$ cat src/rtl/cpu_pkg.sv
// cpu_pkg: shared types and widths for the cpu_ctrl fetch/decode/execute controller.
package cpu_pkg;

   localparam int unsigned PC_W    = 8;
   localparam int unsigned INSTR_W = 16;
   localparam int unsigned REG_AW  = 4;
   localparam int unsigned OPC_W   = 4;

   typedef enum logic [OPC_W-1:0] {
      OP_NOP  = 4'h0,
      OP_ADD  = 4'h1,
      OP_SUB  = 4'h2,
      OP_AND  = 4'h3,
      OP_ADC  = 4'h4,
      OP_BZ   = 4'hD,
      OP_HALT = 4'hE,
      OP_B    = 4'hF
   } opcode_e;

   typedef enum logic [1:0] {
      ALU_ADD = 2'd0,
      ALU_SUB = 2'd1,
      ALU_AND = 2'd2
   } alu_op_e;

   typedef enum logic [2:0] {
      ST_FETCH  = 3'd0,
      ST_DECODE = 3'd1,
      ST_EXEC   = 3'd2,
      ST_WB     = 3'd3,
      ST_HALT   = 3'd4
   } state_e;

   // Decoded per-instruction controls, stable for as long as ir is held.
   typedef struct packed {
      logic    is_alu;
      logic    is_branch;
      logic    is_bz;
      logic    is_halt;
      logic    illegal;
      logic    imm_sel;
      alu_op_e alu_op;
   } dec_ctrl_t;

   function automatic logic [PC_W-1:0] pc_inc(input logic [PC_W-1:0] pc);
      return pc + PC_W'(1);
   endfunction

endpackage

$ cat src/rtl/cpu_decode.sv
// cpu_decode: combinational instruction decoder (ir -> controls, fields, illegal).
// Opcode 0xD decodes as BZ only when CPU_CTRL_BZ_EN is defined; otherwise it is illegal.
module cpu_decode
   import cpu_pkg::*;
(
   input  logic [INSTR_W-1:0] ir,
   output dec_ctrl_t          ctrl,
   output logic [REG_AW-1:0]  rd,
   output logic [REG_AW-1:0]  rs,
   output logic [REG_AW-1:0]  rt,
   output logic [PC_W-1:0]    target,
   output logic [INSTR_W-1:0] imm
);

   assign rd     = ir[11:8];
   assign rs     = ir[7:4];
   assign rt     = ir[3:0];
   assign target = ir[7:0];
   assign imm    = INSTR_W'(ir[3:0]);

   always_comb begin
      ctrl        = '0;
      ctrl.alu_op = ALU_ADD;
      case (opcode_e'(ir[15:12]))
         OP_NOP: begin
            ctrl.is_alu = 1'b0;
         end
         OP_ADD: begin
            ctrl.is_alu = 1'b1;
         end
         OP_SUB: begin
            ctrl.is_alu = 1'b1;
            ctrl.alu_op = ALU_SUB;
         end
         OP_AND: begin
            ctrl.is_alu = 1'b1;
            ctrl.alu_op = ALU_AND;
         end
         OP_ADC: begin
            ctrl.is_alu  = 1'b1;
            ctrl.imm_sel = 1'b1;
         end
         OP_HALT: begin
            ctrl.is_halt = 1'b1;
         end
         OP_B: begin
            ctrl.is_branch = 1'b1;
         end
         OP_BZ: begin
`ifdef CPU_CTRL_BZ_EN
            ctrl.is_bz = 1'b1;
`else
            ctrl.illegal = 1'b1;
`endif
         end
         default: begin
            ctrl.illegal = 1'b1;
         end
      endcase
   end

endmodule

$ cat src/rtl/cpu_ctrl.sv
// cpu_ctrl: multi-cycle FETCH/DECODE/EXEC/WB controller with an 8-bit wrapping pc.
// Build option CPU_CTRL_BZ_EN adds the BZ opcode (decoded in cpu_decode).
module cpu_ctrl
   import cpu_pkg::*;
(
   input  logic               clk,
   input  logic               rst,
   input  logic               run,
   output logic               imem_req,
   output logic [PC_W-1:0]    imem_addr,
   input  logic               imem_ack,
   input  logic [INSTR_W-1:0] imem_data,
   output logic [REG_AW-1:0]  rf_ra,
   output logic [REG_AW-1:0]  rf_rb,
   output logic               imm_sel,
   output logic [INSTR_W-1:0] imm,
   output logic [1:0]         alu_op,
   input  logic               alu_zero,
   output logic               rf_we,
   output logic [REG_AW-1:0]  rf_wa,
   output logic               halted,
   output logic               illegal
);

   state_e             state_q;
   state_e             state_d;
   logic [PC_W-1:0]    pc_q;
   logic [INSTR_W-1:0] ir_q;
   logic               zflag_q;
   logic               fetch_done;

   dec_ctrl_t          ctrl;
   logic [REG_AW-1:0]  rd;
   logic [REG_AW-1:0]  rs;
   logic [REG_AW-1:0]  rt;
   logic [PC_W-1:0]    target;
   logic [INSTR_W-1:0] imm_ext;

   // Decode straight from ir: ir is held from DECODE through WB, so the controls are too.
   cpu_decode u_decode (
      .ir     (ir_q),
      .ctrl   (ctrl),
      .rd     (rd),
      .rs     (rs),
      .rt     (rt),
      .target (target),
      .imm    (imm_ext)
   );

   assign fetch_done = run && imem_ack;

   always_ff @(posedge clk) begin
      if (rst) begin
         state_q <= ST_FETCH;
      end else begin
         state_q <= state_d;
      end
   end

   always_comb begin
      state_d = state_q;
      case (state_q)
         ST_FETCH: begin
            if (fetch_done) begin
               state_d = ST_DECODE;
            end
         end
         ST_DECODE: begin
            state_d = ST_EXEC;
         end
         ST_EXEC: begin
            if (ctrl.is_alu) begin
               state_d = ST_WB;
            end else if (ctrl.is_halt) begin
               state_d = ST_HALT;
            end else begin
               state_d = ST_FETCH;
            end
         end
         ST_WB: begin
            state_d = ST_FETCH;
         end
         ST_HALT: begin
            state_d = ST_HALT;
         end
         default: begin
            state_d = ST_FETCH;
         end
      endcase
   end

   // A request raised while rst is still high would be discarded by the edge, so mask it.
   always_comb begin
      imem_req  = 1'b0;
      imem_addr = pc_q;
      rf_ra     = rs;
      rf_rb     = rt;
      imm       = imm_ext;
      imm_sel   = ctrl.imm_sel;
      alu_op    = ctrl.alu_op;
      rf_we     = 1'b0;
      rf_wa     = rd;
      halted    = 1'b0;
      illegal   = 1'b0;
      case (state_q)
         ST_FETCH: begin
            imem_req = run && !rst;
         end
         ST_EXEC: begin
            illegal = ctrl.illegal;
         end
         ST_WB: begin
            rf_we = 1'b1;
         end
         ST_HALT: begin
            halted = 1'b1;
         end
         default: begin
            imem_req = 1'b0;
         end
      endcase
   end

   always_ff @(posedge clk) begin
      if (rst) begin
         pc_q    <= '0;
         ir_q    <= '0;
         zflag_q <= 1'b0;
      end else begin
         case (state_q)
            ST_FETCH: begin
               if (fetch_done) begin
                  ir_q <= imem_data;
               end
            end
            ST_EXEC: begin
               if (ctrl.is_branch) begin
                  pc_q <= target;
               end else if (ctrl.is_bz) begin
                  pc_q <= zflag_q ? target : pc_inc(pc_q);
               end else if (!ctrl.is_alu && !ctrl.is_halt) begin
                  pc_q <= pc_inc(pc_q);
               end
            end
            ST_WB: begin
               zflag_q <= alu_zero;
               pc_q    <= pc_inc(pc_q);
            end
            default: begin
               pc_q <= pc_q;
            end
         endcase
      end
   end

endmodule
$ cat config.mk
export PLATFORM = sky130hd
export DESIGN_NAME = cpu_ctrl
export DESIGN_NICKNAME = d
export VERILOG_FILES = /design/src/rtl/cpu_pkg.sv /design/src/rtl/cpu_decode.sv /design/src/rtl/cpu_ctrl.sv
export SDC_FILE = /design/constraint.sdc
export NUM_CORES = 1
export LEC_CHECK = 0
export BUFFER_PORTS_ARGS = -buffer_cell sky130_fd_sc_hd__buf_4
export CAP_MARGIN = 20
export CORE_MARGIN = 2
export CORE_UTILIZATION = 30
export DETAILED_ROUTE_END_ITERATION = 10
export PLACE_DENSITY = 0.5
export SYNTH_ARGS = -nofsm -noshare
export SYNTH_HDL_FRONTEND = slang
export SYNTH_SLANG_ARGS = --single-unit
$ cat constraint.sdc
create_clock -name clk -period 1.8 [get_ports clk]
set_clock_uncertainty 0.15 [all_clocks]
set_input_delay 0.54 -clock clk [delete_from_list [all_inputs] [get_ports clk]]
set_output_delay 0.54 -clock clk [all_outputs]
set_load 0.01 [all_outputs]
==> results of run 1 <==
## worst max-delay path, cell delays in order (launching register included)
cell and delay [ns]:
dfxtp_2 0.34, or2_4 0.27, a21oi_4 0.15, nor4_4 0.06
buf_4 0.14
## worst paths after layout
kind	endpoint	depth (start not counted)	slack (ns)	startpoint
worst max register to register	state_q[1]	6	0.03	ir_q[12]
worst min register to register	ir_q[11]	2	0.31	ir_q[11]
worst min-delay path	ir_q[11]	2	0.31	ir_q[11]
worst max-delay path	illegal	4	-0.14	ir_q[13]
## cell usage in the layout (no fill, tap or decap), drive strengths merged, types with 2 or more instances in the layout
cell / Yosys / layout
and3: 5 / 5
mux2i: 3 / 3
nand3: 3 / 3
a211oi: 7 / 7
nand2: 44 / 44
nor4: 2 / 2
buf: 38 / 78
o221a: 2 / 2
mux2: 2 / 2
nor3b: 2 / 2
nand2b: 2 / 2
nor2: 5 / 5
o32ai: 5 / 5
inv: 6 / 6
a21oi: 23 / 23
nor3: 7 / 7
conb: 1 / 12
clkbuf: 3 / 4
dfxtp: 27 / 27
o21ai: 3 / 3
## cell usage after synthesis, types with 2 or more instances
cell type and number:
inv_1 6, mux2i_1 3, nor2_1 5, nand2_1 42, buf_4 30, o21ai_0 3
a211oi_1 6, nand2b_1 2, nor3_1 6, nand3_1 3, a21oi_1 23, dfxtp_1 27
and3_1 4, buf_2 4, buf_6 4, o221a_1 2, clkbuf_1 3, o32ai_1 5
## cells by family after synthesis
group | Yosys count | share of synthesized area (%)
flip-flops | 27 | 31.8
multiplexers | 5 | 3.32
AO/OA/AOI/OAI | 45 | 18.8
buffers and inverters | 47 | 19.1
XOR/XNOR | 1 | 0.516
adder cells (fa/ha/maj) | 1 | 0.737
other | 1 | 0.221
AND/OR/NAND/NOR | 79 | 25.5
## sequential cells by signal (all words and copies together), names as in the netlist
name and cells:
ir_q 16, imem_addr 8, state_q 3
## power by group through the flow
stage | registers, W | logic, W | clock network, W
floorplan | 0.000645 | 0.000178 | 0
global placement | 0.000655 | 0.000233 | 0
detailed placement | 0.000656 | 0.000233 | 0
CTS | 0.000644 | 0.000241 | 0.000369
global route | 0.000645 | 0.000285 | 0.000396
finish | 0.000641 | 0.000262 | 0.000353
## what timing repair did
item | in CTS | in global routing
cloned | 0 | 0
gates resized for setup | 13 | 23
endpoints found under the setup margin | 7 | 9
setup buffers | 3 | 5
pin swaps | 4 | 5
## area by class of cell
cell class / instances / area, um^2 / area share, %
Clock buffer: 4 / 45.0 / 1.96
Inverter: 6 / 27.5 / 1.20
Multi-Input combinational cell: 143 / 961 / 41.8
Sequential cell: 27 / 559 / 24.3
Tap cell: 72 / 90.1 / 3.92
Timing Repair Buffer: 78 / 617 / 26.8
## stage by stage
stage	std cells	area [um^2]	total power [W]	hold slack [ns]	utilization (%)
3_5_place_dp	318	2080	0.000889	0.303	38.0
3_3_place_gp	318	2080	0.000888	0.295	38.0
2_1_floorplan	217	1750	0.000823	0.287	-
4_1_cts	325	2170	0.00125	0.317	39.7
6_report	330	2300	0.00126	0.313	42.0
5_1_grt	330	2300	0.00133	0.335	42.0
## routing by layer
layer / global-route usage, % / vias up / share of wire [%]
li1: - / 780 / -
met1: 18.7 / 716 / 47
met2: 20.4 / 39 / 47
met3: 1.48 / 4 / 4.0
met4: 4.66 / 0 / 1.2
met5: 0 / - / 0
==> results.yml, run 1 <==
run_status:
  status: "finished with violations"
  violations: "setup timing"
yosys:
  synth_flop_cell: "dfxtp_1"
  yosys_warnings: 0
  synth_cells: 206
  yosysTopAreaCellShare_pct: 31.8
  ys_seq_elements: 27
  synth.area.top_cells: "dfxtp_1 (32%), buf_4 (13%), nand2_1 (9.3%)"
  synth_area_leader_cell: "dfxtp_1"
  syn_area_per_cell_um2: 8.24
  synth_edf_count: 0
  synth_cell_types: 46
  async_reset_ff_share_pct: 0
  syn_area_um2: 1700
  ys_seq_area_share_pct: 31.8
power_and_ir_drop:
  power_density_nw_per_um2: 546
  leakagePower_nw: 1.01
  p_seq_share_pct: 51.1
  power_switching_w: 0.000349
  power_frac_comb_pct: 20.8
  peakVddDrop_uv: 237
  swShare_pct: 27.8
  internal_power_w: 0.000906
  clkPwrFrac_pct: 28.1
grt:
  antenna_found_initial: 0
  grt_max_degree: 26
  grt_pass1_vias: 1372
  gr-usage-all-layers_pct: 13.1
  grt_first_pass_wirelength_mm: 6.60
  grt-ovfl-total: 0
routing:
  antenna_left: 0
  drt_iter0_markers: 69
  wl_per_cell_um: 12.9
  via_count: 1539
  viasPerCell: 4.66
  drc: 0
  first_pass_iters: 4
  wl_mm: 4.27
layout:
  nets: 281
  antenna_cells: 0
  drive_gt1_share_pct: 43.8
  syn2layout_area_growth_pct: 35.4
  n_fill_cell: 581
floorplan:
  core_um2: 5470
  die_height_um: 79.2
  boundaryPins: 64
  die_w_um: 79.2
  start_util_pct: 31.0
  dieArea_um2: 6280
  fp-row-count: 27
placement:
  pre_cts_slack_ns: 0.0310
  portBuffers: 50
  dp_hpwl_mm: 3.04
  place.gp.congestion: 0.824
worst_setup_path:
  critPathKind: "register to primary output"
  cp.arrival_ns: 1.25
  worst_setup_path_start_kind: "register"
  crit_required_ns: 1.11
  cp_max_fo: 4
  crit_path_end_kind: "primary output"
timing:
  setup_ws_ns: -0.135
  fin_tns_setup_ns: -0.248
  period_minus_slack_ns: 1.94
  fmax_mhz: 517
  setup_viol: 3
  finalHoldViolCount: 0
  rsz0062_at_grt: "true"
  fin_crit_sh_pct: 108
  slew_violations: 0
flow_run:
  cap_viol_max_count: 0
clock_network:
  numCtsBuffers: 3
  cts_root_buf: "clkbuf_8"
  clk_latency_ns: 0.28
  cts.clk_slew.worst_paths_ns: 0.10
  postCtsHoldBufs: 0
  clock-sinks: 27
  max-clock-path-buffers: 2
  cts_tree: "built"
  htree_levels: 1
worst_hold_path:
  holdCritPathClass: "register to register"
Note: power is estimated with default switching activity, not from simulation.
==> inputs of run 2 (changes only) <==
Settings changed: SKIP_LAST_GASP set to 1.
==> results.yml, run 2 (synthesized netlist as in run 1, its figures left out) <==
clock_network:
  cts_root_buf: "clkbuf_8"
  max-clock-path-buffers: 2
  htree_levels: 1
  clock-sinks: 27
  numCtsBuffers: 3
  cts.clk_slew.worst_paths_ns: 0.10
  clk_latency_ns: 0.28
  cts_tree: "built"
  postCtsHoldBufs: 0
timing:
  fin_tns_setup_ns: -0.234
  setup_ws_ns: -0.134
  period_minus_slack_ns: 1.93
  fmax_mhz: 517
  rsz0062_at_grt: "true"
  finalHoldViolCount: 0
  setup_viol: 3
  slew_violations: 0
  fin_crit_sh_pct: 107
floorplan:
  fp-row-count: 27
  dieArea_um2: 6280
  die_height_um: 79.2
  boundaryPins: 64
  die_w_um: 79.2
  core_um2: 5470
  start_util_pct: 31.0
grt:
  grt-ovfl-total: 0
  gr-usage-all-layers_pct: 13.1
  grt_max_degree: 26
  antenna_found_initial: 0
  use_met1_pct: 18.7
  grtUsageMet3_pct: 1.48
  use_met2_pct: 20.4
  grt.busiest_layer: "met2"
  grt_pass1_vias: 1372
  grt_first_pass_wirelength_mm: 6.60
layout:
  final_cell_mix: "buf_4 (74), nand2_1 (42), a21oi_1 (22), dfxtp_1 (20), conb_1 (12)"
  utilization_pct: 41.9
  syn2layout_area_growth_pct: 35.0
  finalNonFillerCells: 330
  largest_register_ffs: 16
  postLayoutCellArea_um2: 2290
  mostFrequentLayoutCell: "buf_4"
  drive_gt1_share_pct: 43.4
  nets: 281
  antenna_cells: 0
  largest-register: "ir_q"
worst_setup_path:
  worst_setup_path_start_kind: "register"
  critPathKind: "register to primary output"
  critical_path.cell_chain: "or2_4, a21oi_4, nor4_4, buf_4"
  cp.arrival_ns: 1.24
  cp_max_fo: 4
  crit_path_end_kind: "primary output"
  slowest_delay_ns: 0.34
  cp_slowest_cell: "dfxtp_2"
  crit_required_ns: 1.11
placement:
  dpl_cell_area_um2: 2080
  place_inst: 318
  dp_hpwl_mm: 3.04
  place.gp.congestion: 0.824
  portBuffers: 50
run_status:
  violations: "setup timing"
  status: "finished with violations"
routing:
  first_pass_iters: 4
  drt_iter0_markers: 77
  antenna_left: 0
  wl_mm: 4.28
  viasPerCell: 4.67
  drc: 0
  via_count: 1542
  wl_per_cell_um: 13.0
flow_run:
  cap_viol_max_count: 0
worst_hold_path:
  holdCritPathClass: "register to register"
power_and_ir_drop:
  peakVddDrop_uv: 238
  power_density_nw_per_um2: 547
  leakagePower_nw: 1.01
  total_power_w: 0.00125
## run 2: cell counts in the layout (fill, tap and decap cells not counted)
No cell type changed its count.
## run 2: path summary, 6_finish.rpt
| kind | to | slack, ns | depth (start not counted) | start |
|---|---|---|---|---|
| setup / recovery | illegal | -0.13 | 4 | ir_q[13] |
| hold / removal | ir_q[11] | 0.31 | 2 | ir_q[11] |
| setup reg to reg | state_q[1] | 0.01 | 6 | ir_q[12] |
| hold reg to reg | ir_q[11] | 0.31 | 2 | ir_q[11] |
## run 2: metrics by stage
step	hold slack, ns	setup WS, ns
floorplan	0.287	0.0734
global placement	0.295	0.0204
detailed placement	0.303	0.0310
CTS	0.317	-0.193
global route	0.335	-0.188
finish	0.313	-0.134
## run 2: layout make-up
class / instances / area, um^2
clock buffers: 4 / 45.0
fillers: 583 / 3180
inverters: 6 / 27.5
multi-input cells: 143 / 961
flip-flops and latches: 27 / 559
well taps: 72 / 90.1
repair buffers: 78 / 609
## run 2: repair_timing
action / in CTS / in global routing
pin swaps: 4 / 4
buffers inserted: 3 / 5
endpoints found under the setup margin: 7 / 9
gates resized for setup: 13 / 20
## run 2: metal layers
metal	share of wire, %	wire [um]
met4	1.2	53
met1	48	2040
met3	4.0	172
met2	47	2010
met5	0	0
## run 2: worst max-delay path: cells and delay by family, from the launching register on
family                 cells  cell delay [ns]
flip-flops                 1             0.34
buffers and inverters      1             0.14
AO/OA/AOI/OAI              1             0.15
AND/OR/NAND/NOR            2             0.33
## run 2: report_power, final
| part | leakage, nW | switching, W | internal (W) |
|---|---|---|---|
| clock network | 0.0228 | 0.000194 | 0.000159 |
| registers | 0.224 | 0.0000254 | 0.000616 |
| logic | 0.768 | 0.000130 | 0.000131 |
